**src/rtl/fault_injector_pkg.sv**
```systemverilog
// rtl/fault_injector_pkg.sv - shared types and constants for the fault injector
package fault_pkg;

  typedef enum logic [1:0] {
    OFF    = 2'b00,
    FLIP   = 2'b01,
    STUCK0 = 2'b10,
    STUCK1 = 2'b11
  } fault_mode_e;

  typedef enum logic {
    IDLE  = 1'b0,
    BURST = 1'b1
  } inj_state_e;

  localparam logic [15:0] LFSR_TAPS = 16'hB400;

endpackage

```
**src/rtl/fault_injector_if.sv**
```systemverilog
// rtl/fault_injector_if.sv - data stream through the fault injector
interface fault_injector_if;
  logic x_i;
  logic y_o;
  logic fault_o;

  modport master (output x_i, input y_o, input fault_o);
  modport slave  (input x_i, output y_o, output fault_o);
endinterface

```
**src/rtl/fault_injector_lfsr16.sv**
```systemverilog
// rtl/fault_injector_lfsr16.sv - 16-bit right-shifting Galois LFSR
module lfsr16
  import fault_pkg::*;
#(
  parameter logic [15:0] SEED = 16'hACE1
) (
  input  logic        clk_i,
  input  logic        rst_i,
  input  logic        en_i,
  output logic [15:0] q_o
);

  // An all-zero seed would lock the generator at zero forever.
  localparam logic [15:0] SEED_EFF = (SEED == 16'h0000) ? 16'h0001 : SEED;

  logic [15:0] q_q;
  logic [15:0] q_d;

  always_comb begin
    q_d = q_q;
    if (en_i) begin
      q_d = (q_q >> 1) ^ (q_q[0] ? LFSR_TAPS : 16'h0000);
    end
  end

  always_ff @(posedge clk_i or posedge rst_i) begin
    if (rst_i) begin
      q_q <= SEED_EFF;
    end else begin
      q_q <= q_d;
    end
  end

  assign q_o = q_q;

endmodule

```
**src/rtl/fault_injector.sv**
```systemverilog
// rtl/fault_injector.sv - registered data path with pseudo-random flip / stuck-at injection
module fault_injector
  import fault_pkg::*;
#(
  parameter logic [15:0] SEED    = 16'hACE1,
  parameter int          BURST_W = 4,
  parameter int          CNT_W   = 16
) (
  input  logic               clk_i,
  input  logic               rst_i,
  input  logic               en_i,
  input  logic [1:0]         mode_i,
  input  logic [15:0]        thresh_i,
  input  logic [BURST_W-1:0] burst_len_i,
  input  logic               clr_i,
  fault_injector_if.slave    io,
  output logic [CNT_W-1:0]   fault_cnt_o
);

  localparam logic [BURST_W-1:0] REM_ONE = BURST_W'(1);
  localparam logic [CNT_W-1:0]   CNT_ONE = CNT_W'(1);

  logic [15:0]        lfsr;
  fault_mode_e        mode;
  logic               trigger;
  logic [BURST_W-1:0] rem_load;

  inj_state_e         state_q, state_d;
  logic [BURST_W-1:0] rem_q, rem_d;
  logic               stuck_q, stuck_d;
  logic               y_q, y_d;
  logic               fault_q, fault_d;
  logic [CNT_W-1:0]   cnt_q, cnt_d;

  lfsr16 #(.SEED(SEED)) u_lfsr (
    .clk_i (clk_i),
    .rst_i (rst_i),
    .en_i  (en_i),
    .q_o   (lfsr)
  );

  assign mode     = fault_mode_e'(mode_i);
  assign trigger  = en_i && (mode != OFF) && (lfsr < thresh_i);
  // The triggering cycle is the first forced cycle, so rem counts the remainder.
  assign rem_load = (burst_len_i == '0) ? '0 : burst_len_i - REM_ONE;

  always_comb begin
    state_d = state_q;
    rem_d   = rem_q;
    stuck_d = stuck_q;
    y_d     = io.x_i;
    fault_d = 1'b0;
    cnt_d   = cnt_q;

    case (state_q)
      IDLE: begin
        if (trigger) begin
          fault_d = 1'b1;
          if (mode == FLIP) begin
            y_d = ~io.x_i;
          end else begin
            y_d     = mode_i[0];
            stuck_d = mode_i[0];
            rem_d   = rem_load;
            if (rem_load != '0) begin
              state_d = BURST;
            end
          end
        end
      end
      BURST: begin
        if (!en_i) begin
          state_d = IDLE;
          rem_d   = '0;
        end else begin
          y_d     = stuck_q;
          fault_d = 1'b1;
          rem_d   = rem_q - REM_ONE;
          if (rem_q == REM_ONE) begin
            state_d = IDLE;
          end
        end
      end
      default: state_d = IDLE;
    endcase

    if (clr_i) begin
      cnt_d = '0;
    end else if (fault_d && (cnt_q != '1)) begin
      cnt_d = cnt_q + CNT_ONE;
    end
  end

  always_ff @(posedge clk_i or posedge rst_i) begin
    if (rst_i) begin
      state_q <= IDLE;
      rem_q   <= '0;
      stuck_q <= 1'b0;
      y_q     <= 1'b0;
      fault_q <= 1'b0;
      cnt_q   <= '0;
    end else begin
      state_q <= state_d;
      rem_q   <= rem_d;
      stuck_q <= stuck_d;
      y_q     <= y_d;
      fault_q <= fault_d;
      cnt_q   <= cnt_d;
    end
  end

  assign io.y_o      = y_q;
  assign io.fault_o  = fault_q;
  assign fault_cnt_o = cnt_q;

endmodule

```
**src/flat_wrapper.sv**
```systemverilog
// flat-port wrapper written by rule: the top's interface ports become plain ports
module fault_injector_flat import fault_pkg::*;
#(
  parameter logic [15:0] SEED    = 16'hACE1,
  parameter int          BURST_W = 4,
  parameter int          CNT_W   = 16
)
  (clk_i, rst_i, en_i, mode_i, thresh_i, burst_len_i, clr_i, fault_cnt_o, io_x_i, io_y_o, io_fault_o);
  fault_injector_if io_i ();
  input  logic clk_i;
  input  logic rst_i;
  input  logic en_i;
  input  logic [1:0] mode_i;
  input  logic [15:0] thresh_i;
  input  logic [BURST_W-1:0] burst_len_i;
  input  logic clr_i;
  output logic [CNT_W-1:0] fault_cnt_o;
  input wire logic [$bits(io_i.x_i)-1:0] io_x_i;
  output wire logic [$bits(io_i.y_o)-1:0] io_y_o;
  output wire logic [$bits(io_i.fault_o)-1:0] io_fault_o;
  assign io_i.x_i = io_x_i;
  assign io_y_o = io_i.y_o;
  assign io_fault_o = io_i.fault_o;
  fault_injector #(.SEED(SEED), .BURST_W(BURST_W), .CNT_W(CNT_W)) u_core (.clk_i(clk_i), .rst_i(rst_i), .en_i(en_i), .mode_i(mode_i), .thresh_i(thresh_i), .burst_len_i(burst_len_i), .clr_i(clr_i), .io(io_i), .fault_cnt_o(fault_cnt_o));
endmodule
```
**config.mk**
```make
export PLATFORM = sky130hd
export DESIGN_NAME = fault_injector_flat
export DESIGN_NICKNAME = d
export VERILOG_FILES = /design/src/rtl/fault_injector_pkg.sv /design/src/rtl/fault_injector_if.sv /design/src/rtl/fault_injector_lfsr16.sv /design/src/rtl/fault_injector.sv /design/src/flat_wrapper.sv
export SDC_FILE = /design/constraint.sdc
export NUM_CORES = 1
export LEC_CHECK = 0
export ABC_AREA = 1
export BUFFER_PORTS_ARGS = -buffer_cell sky130_fd_sc_hd__clkbuf_2
export CAP_MARGIN = 20
export CORE_UTILIZATION = 55
export DETAILED_ROUTE_END_ITERATION = 8
export PLACE_DENSITY = 0.78
export SETUP_SLACK_MARGIN = 0.1
export SYNTH_ARGS = -nofsm -noshare
export SYNTH_HDL_FRONTEND = slang
export SYNTH_HIERARCHICAL = 1
export SYNTH_SLANG_ARGS = --single-unit
```
**constraint.sdc**
```tcl
create_clock -name clk_i -period 2.5 [get_ports clk_i]
set_input_delay 0.5 -clock clk_i [delete_from_list [all_inputs] [get_ports clk_i]]
set_output_delay 0.5 -clock clk_i [all_outputs]
set_load 0.005 [all_outputs]
```
### Word level (Yosys, flattened, before mapping)

Cells that the tools add are included.

| storage, ports and cells | value |
|---|---|
| bits in registers | 40 |
| latch bits | 0 |
| RAM bits | 0 |
| bits in read-only memories | 0 |
| output and inout port bits | 18 |
| memories kept | 0 |

| operators by class | value |
|---|---|
| add/subtract/negate cells | 3 |
| $mul | 0 |
| div/mod/pow operators | 0 |
| $lt $le $gt $ge | 1 |
| eq/ne operators | 5 |
| shifts and indexed selects | 0 |
| mux-type cells | 21 |
| bitwise gates (word level) | 4 |
| reductions and logical operators | 9 |

Operators by type and width:

| cell | number |
|---|---|
| $mux W16 | 3 |
| $add A16 B1 Y16 const B | 1 |
| $lt A16 B16 Y1 | 1 |
| $mux W4 | 4 |
| $ne A16 B16 Y1 const B | 1 |
| $xor A15 B16 Y16 | 1 |
| $mux W1 | 10 |
| $pmux W4 S2 | 1 |
| $sub A4 B1 Y4 const B | 2 |
| $pmux W1 S2 | 3 |
| $eq A4 B1 Y1 const B | 1 |
| $logic_not A4 Y1 | 1 |
| $reduce_bool A2 Y1 | 2 |
| $reduce_bool A4 Y1 | 1 |
| $logic_and A1 B1 Y1 | 3 |
| $not A1 Y1 | 3 |
| $reduce_and A3 Y1 | 1 |
| $eq A2 B1 Y1 const B | 1 |
| $ne A2 B1 Y1 const B | 1 |
| $ne A2 B2 Y1 const B | 1 |
| $reduce_and A2 Y1 | 1 |

### Longest topological paths before layout

| depth | value |
|---|---|
| word-level depth | 8 |
| mapped depth | 15 |
| gate-level depth less buffers | 14 |

### By module

The synthesis kept the hierarchy.

By module, submodules not included:

| module | times used | cells each | area each (um2) | seq. area each (um2) |
|---|---|---|---|---|
| fault_injector | 1 | 277 | 1999.4 | 600.6 |
| lfsr16 | 1 | 71 | 684.4 | 410.4 |

### Worst setup path after synthesis

No wires, ideal clock.

| timing | value |
|---|---|
| kind | input to register |
| start | input thresh_i[15] |
| end | register u_core.cnt_q[3], in the netlist u_core/fault_cnt_o[3] |
| setup time | 118 ps |
| arrival | 1716 ps |
| slack | 666 ps |
| cell stages on the path | 13 |
| buffers on the path | 1 |
| cells stage by stage | inv_1 ha_1 a21oi_1 o21ai_1 nor2_1 nand2_1 inv_2 nand2_2 nand2_4 nand2_4 buf_6 nand3_1 nand2_1 |

| on the way | value |
|---|---|
| word-level cells in the longest chain between the ends | 6 |

RTL lines:

| element | line | source |
|---|---|---|
| start, declared | flat_wrapper.sv:14 | `input logic [15:0] thresh_i;` |
| $lt A16 B16 Y1 | fault_injector.sv:43 | `assign trigger = en_i && (mode != OFF) && (lfsr < thresh_i);` |
| $logic_and A1 B1 Y1 | fault_injector.sv:43 |  |
| $mux W1 | fault_injector.sv:57 | `if (trigger) begin` |
| $pmux W1 S2 | fault_injector.sv:55 | `case (state_q)` |
| $logic_and A1 B1 Y1 | fault_injector.sv:89 | `end else if (fault_d && (cnt_q != '1)) begin` |
| $reduce_bool A2 Y1 (no line) | - |  |
| end signal, assigned | fault_injector.sv:108 | `cnt_q <= cnt_d;` |
| end, declared | fault_injector.sv:33 | `logic [CNT_W-1:0] cnt_q, cnt_d;` |

Every way passes these cells.
A chain may end at the register's enable or synchronous reset.

### Worst setup path in the final report

| timing | value |
|---|---|
| start | register u_core.u_lfsr.q_q[5], in the netlist u_core/u_lfsr/q_o[5] |
| end | register u_core.cnt_q[15], in the netlist u_core/fault_cnt_o[15] |

| on the way | value |
|---|---|
| word-level cells in the longest chain between the ends | 6 |

RTL lines:

| element | line | source |
|---|---|---|
| start, declared | fault_injector_lfsr16.sv:16 | `logic [15:0] q_q;` |
| start signal, assigned | fault_injector_lfsr16.sv:30 | `q_q <= q_d;` |
| $lt A16 B16 Y1 | fault_injector.sv:43 |  |
| $logic_and A1 B1 Y1 | fault_injector.sv:43 |  |
| $mux W1 | fault_injector.sv:57 |  |
| $pmux W1 S2 | fault_injector.sv:55 |  |
| $logic_and A1 B1 Y1 | fault_injector.sv:89 |  |
| $reduce_bool A2 Y1 (no line) | - |  |

Every way passes these cells.

==> reports/metrics.csv <==
stage,metric,value,unit
place,Placed Cells,450,
place,minimum setup slack after placement,0.381,ns
synth,mux cell area share after synthesis,0,%
outcome,status,finished clean,
sta,Fin. Hold Viols,0,
global_route,met1 usage,28.0,%
sta,# setup viols final,0,
place,gpl congestion,0.854,
place,Port-buffer cells,44,
pwr,static leakage,1.72,nW
synth,Post-Synthesis Mean Instance Area,7.71,um^2
detailed_routing,remaining antenna violation count,0,
setup_path,Worst R2R Setup Slack,0.43,ns
cells_and_area,final instance area,3010,um^2
global_route,initial antenna violation count,0,
cts,# hold bufs at CTS,0,
place,DPL Wire Length,3950,um
detailed_routing,Routed wire per std cell,11.8,um
detailed_routing,drt drc,0,
synth,Syn Std Cell Area,2680,um^2
synth,Synth cell types,36,
detailed_routing,TritonRoute pass-1 iters,4,
worst_hold_path,worst min path class,input pin to async pin,
global_route,aggregate global-route resource usage,23.3,%
setup_path,CP Class,flop to flop,
floorplanning,initial core utilization,56.8,%
cts,CTS Sinks,40,
cells_and_area,Layout Cells excl Fill,458,
pwr,pwr/cell area,611,nW/um^2
synth,ys async rst share,100,%
synth,Synth Area in XOR/XNOR,5.22,%
sta,min Tclk post-route,2.07,ns
setup_path,required time worst endpoint,2.68,ns
cts,Post-CTS Setup Bufs,0,
global_route,first-pass GRT wire length,9460,um
synth,fraction of the mapped netlist area in simple logic gates,29.9,%
floorplanning,# rows,25,
synth,synthesized net count,393,
sta,Pins Over Slew Limit,0,
cts,clk slew on worst S/H paths,0.08,ns
setup_path,Worst EP arrival,2.25,ns
pwr,peak supply drop,0.398,mV
cts,CTS Root Cell,clkbuf_8,
sta,final period utilization,82.7,%
floorplanning,die width,71.9,um
detailed_routing,routed vias/inst,5.08,
floorplanning,die area,5160,um^2
cts,H-tree Lvls,2,
global_route,aggregate global routing overflow,0,
sta,Tightest Pin Transition,0.901,ns
synth,sequential fraction of the synthesis area,37.7,%
global_route,largest net degree at the start of global routing,33,
synth,Post-Synth Adder-Cell Area,8.39,%
detailed_routing,WL final,5400,um
synth,number of synthesized flops with an enable pin,0,
sta,Clock Skew,0.00631,ns
sta,Setup TNS Final,0,ns
cts,CTS max path bufs,2,
synth,compound-cell area share of the yosys netlist,7.55,%
synth,Yosys warnings,6,
detailed_routing,via count,2327,
cells_and_area,area grow syn2layout,12.1,%
floorplanning,Die Span Y,71.9,um
synth,largest family of logic cells by synthesized area,simple AND/OR/NAND/NOR gates,
global_route,gr busiest metal,met2,
sta,final worst slack,0.433,ns
global_route,vias in the first global route,2253,
global_route,M2 GR Usage,41.6,%
floorplanning,# IOs,45,
cts,CTS Buf Count,5,
setup_path,critical path launch point type,flop,
cells_and_area,layout cell share with drive strength beyond 1,19.7,%
sta,Peak Freq,484,MHz
sta,unrepaired setup endpoints after global routing,false,
setup_path,Worst Path Max Fanout,18,
synth,cell count after synthesis,348,
synth,Synth Register Bits,40,
floorplanning,core box area,4720,um^2
sta,relative slew slack,39.9,%
job,# Max-Cap Violations,0,
cells_and_area,nets,435,
cells_and_area,ant diodes,0,
cts,Post-CTS Resized,0,
detailed_routing,initial DRC count,125,
cts,CTS tree,built,
place,placed cell areas,2920,um^2
cts,clk_lat worst skew,0.29,ns
synth,"Top FF cell, synth",dfrtp_1,
global_route,GRT met3 Usage,4.64,%
setup_path,Crit. End Element,flop,
[worst max-delay path, stage by stage (launching register included)]
cell	delay [ns]
dfstp_2	0.55
ha_1	0.24
a21oi_1	0.13
nor2_1	0.07
nor3_2	0.13
nand2_1	0.09
nand2_1	0.09
nand2_2	0.09
nand2_4	0.20
nand2_4	0.17
nand3_1	0.11
nand2_1	0.08
[through the flow]
stage	utilization, %	hold WS [ns]	total power, mW
3_5_place_dp	61.7	0.474	1.41
3_3_place_gp	61.7	0.471	1.38
4_1_cts	63.7	0.293	1.86
6_report	63.7	0.272	1.84
2_1_floorplan	-	0.408	1.27
5_1_grt	63.7	0.310	1.98
[synthesized netlist by cell type, types with 6 or more instances]
| library cell | number | share of area [%] |
|---|---|---|
| a21oi_1 | 8 | 1.5 |
| nand2_1 | 87 | 12 |
| dfrtp_1 | 32 | 30 |
| nand4_1 | 19 | 4.4 |
| inv_1 | 54 | 7.6 |
| dfstp_2 | 8 | 7.8 |
| nand3_1 | 27 | 5.0 |
| ha_1 | 18 | 8.4 |
| xor2_1 | 16 | 5.2 |
| nor2_1 | 22 | 3.1 |
| o21ai_1 | 6 | 1.1 |
| o21ai_0 | 14 | 2.6 |
[placed cells by master (no fill, tap or decap), drive strengths merged]
cell    count
nand2      92
inv        57
clkbuf     50
dfrtp      32
nand3      28
nor2       23
o21ai      22
nand4      20
ha         18
xor2       16
a21oi       8
dfstp       8
nor3        5
clkinv      3
o22ai       2
a31oi       1
o21bai      1
nand3b      1
or2         1
a32o        1
o32ai       1
buf         1
[layer usage]
metal,up-vias,wire length [um]
met5,-,0
met4,0,89
met3,9,189
met2,46,2670
met1,1063,2450
li1,1209,-
[state kept, by name, summed over array words and instances (netlist names)]
signal	flops
u_core/stuck_q	1
u_core/state_q	1
u_core/io.y_o	1
u_core/rem_q	4
u_core/u_lfsr/q_o	16
u_core/io.fault_o	1
u_core/fault_cnt_o	16
[cell families (layout without fill, tap and decap cells)]
group | count (synthesis) | in the layout
xor+xnor | 16 | 16
simple gates | 170 | 170
buf+inv | 68 | 111
compound gates | 36 | 36
fa+ha+maj | 18 | 18
flops | 40 | 40
[area by class of cell]
cell class / instances / area, um^2
fill: 426 / 1720
multi-input combinational: 240 / 1370
sequential: 40 / 1010
timing repair buffer: 45 / 228
inverter: 58 / 223
tap: 67 / 83.8
clock buffer: 6 / 82.6
clock inverter: 2 / 10.0
[power breakdown]
part | switching [mW] | total [mW] | internal, mW
logic | 0.312 | 0.517 | 0.205
clock network | 0.224 | 0.444 | 0.220
registers | 0.0910 | 0.877 | 0.786
total | 0.627 | 1.84 | 1.21
[path summary, 6_finish.rpt]
| path | to | cells after the start | start |
|---|---|---|---|
| max | u_core/fault_cnt_o[15] | 11 | u_core/u_lfsr/q_o[5] |
| min | u_core/u_lfsr/q_o[14] | 2 | rst_i |
| max reg2reg | u_core/fault_cnt_o[15] | 11 | u_core/u_lfsr/q_o[5] |
| min reg2reg | u_core/u_lfsr/q_o[10] | 2 | u_core/u_lfsr/q_o[10] |
| max in group asynchronous | u_core/state_q | 2 | rst_i |
| min in group clk_i | u_core/stuck_q | 3 | mode_i[0] |
(Power assumes the default switching activity.)
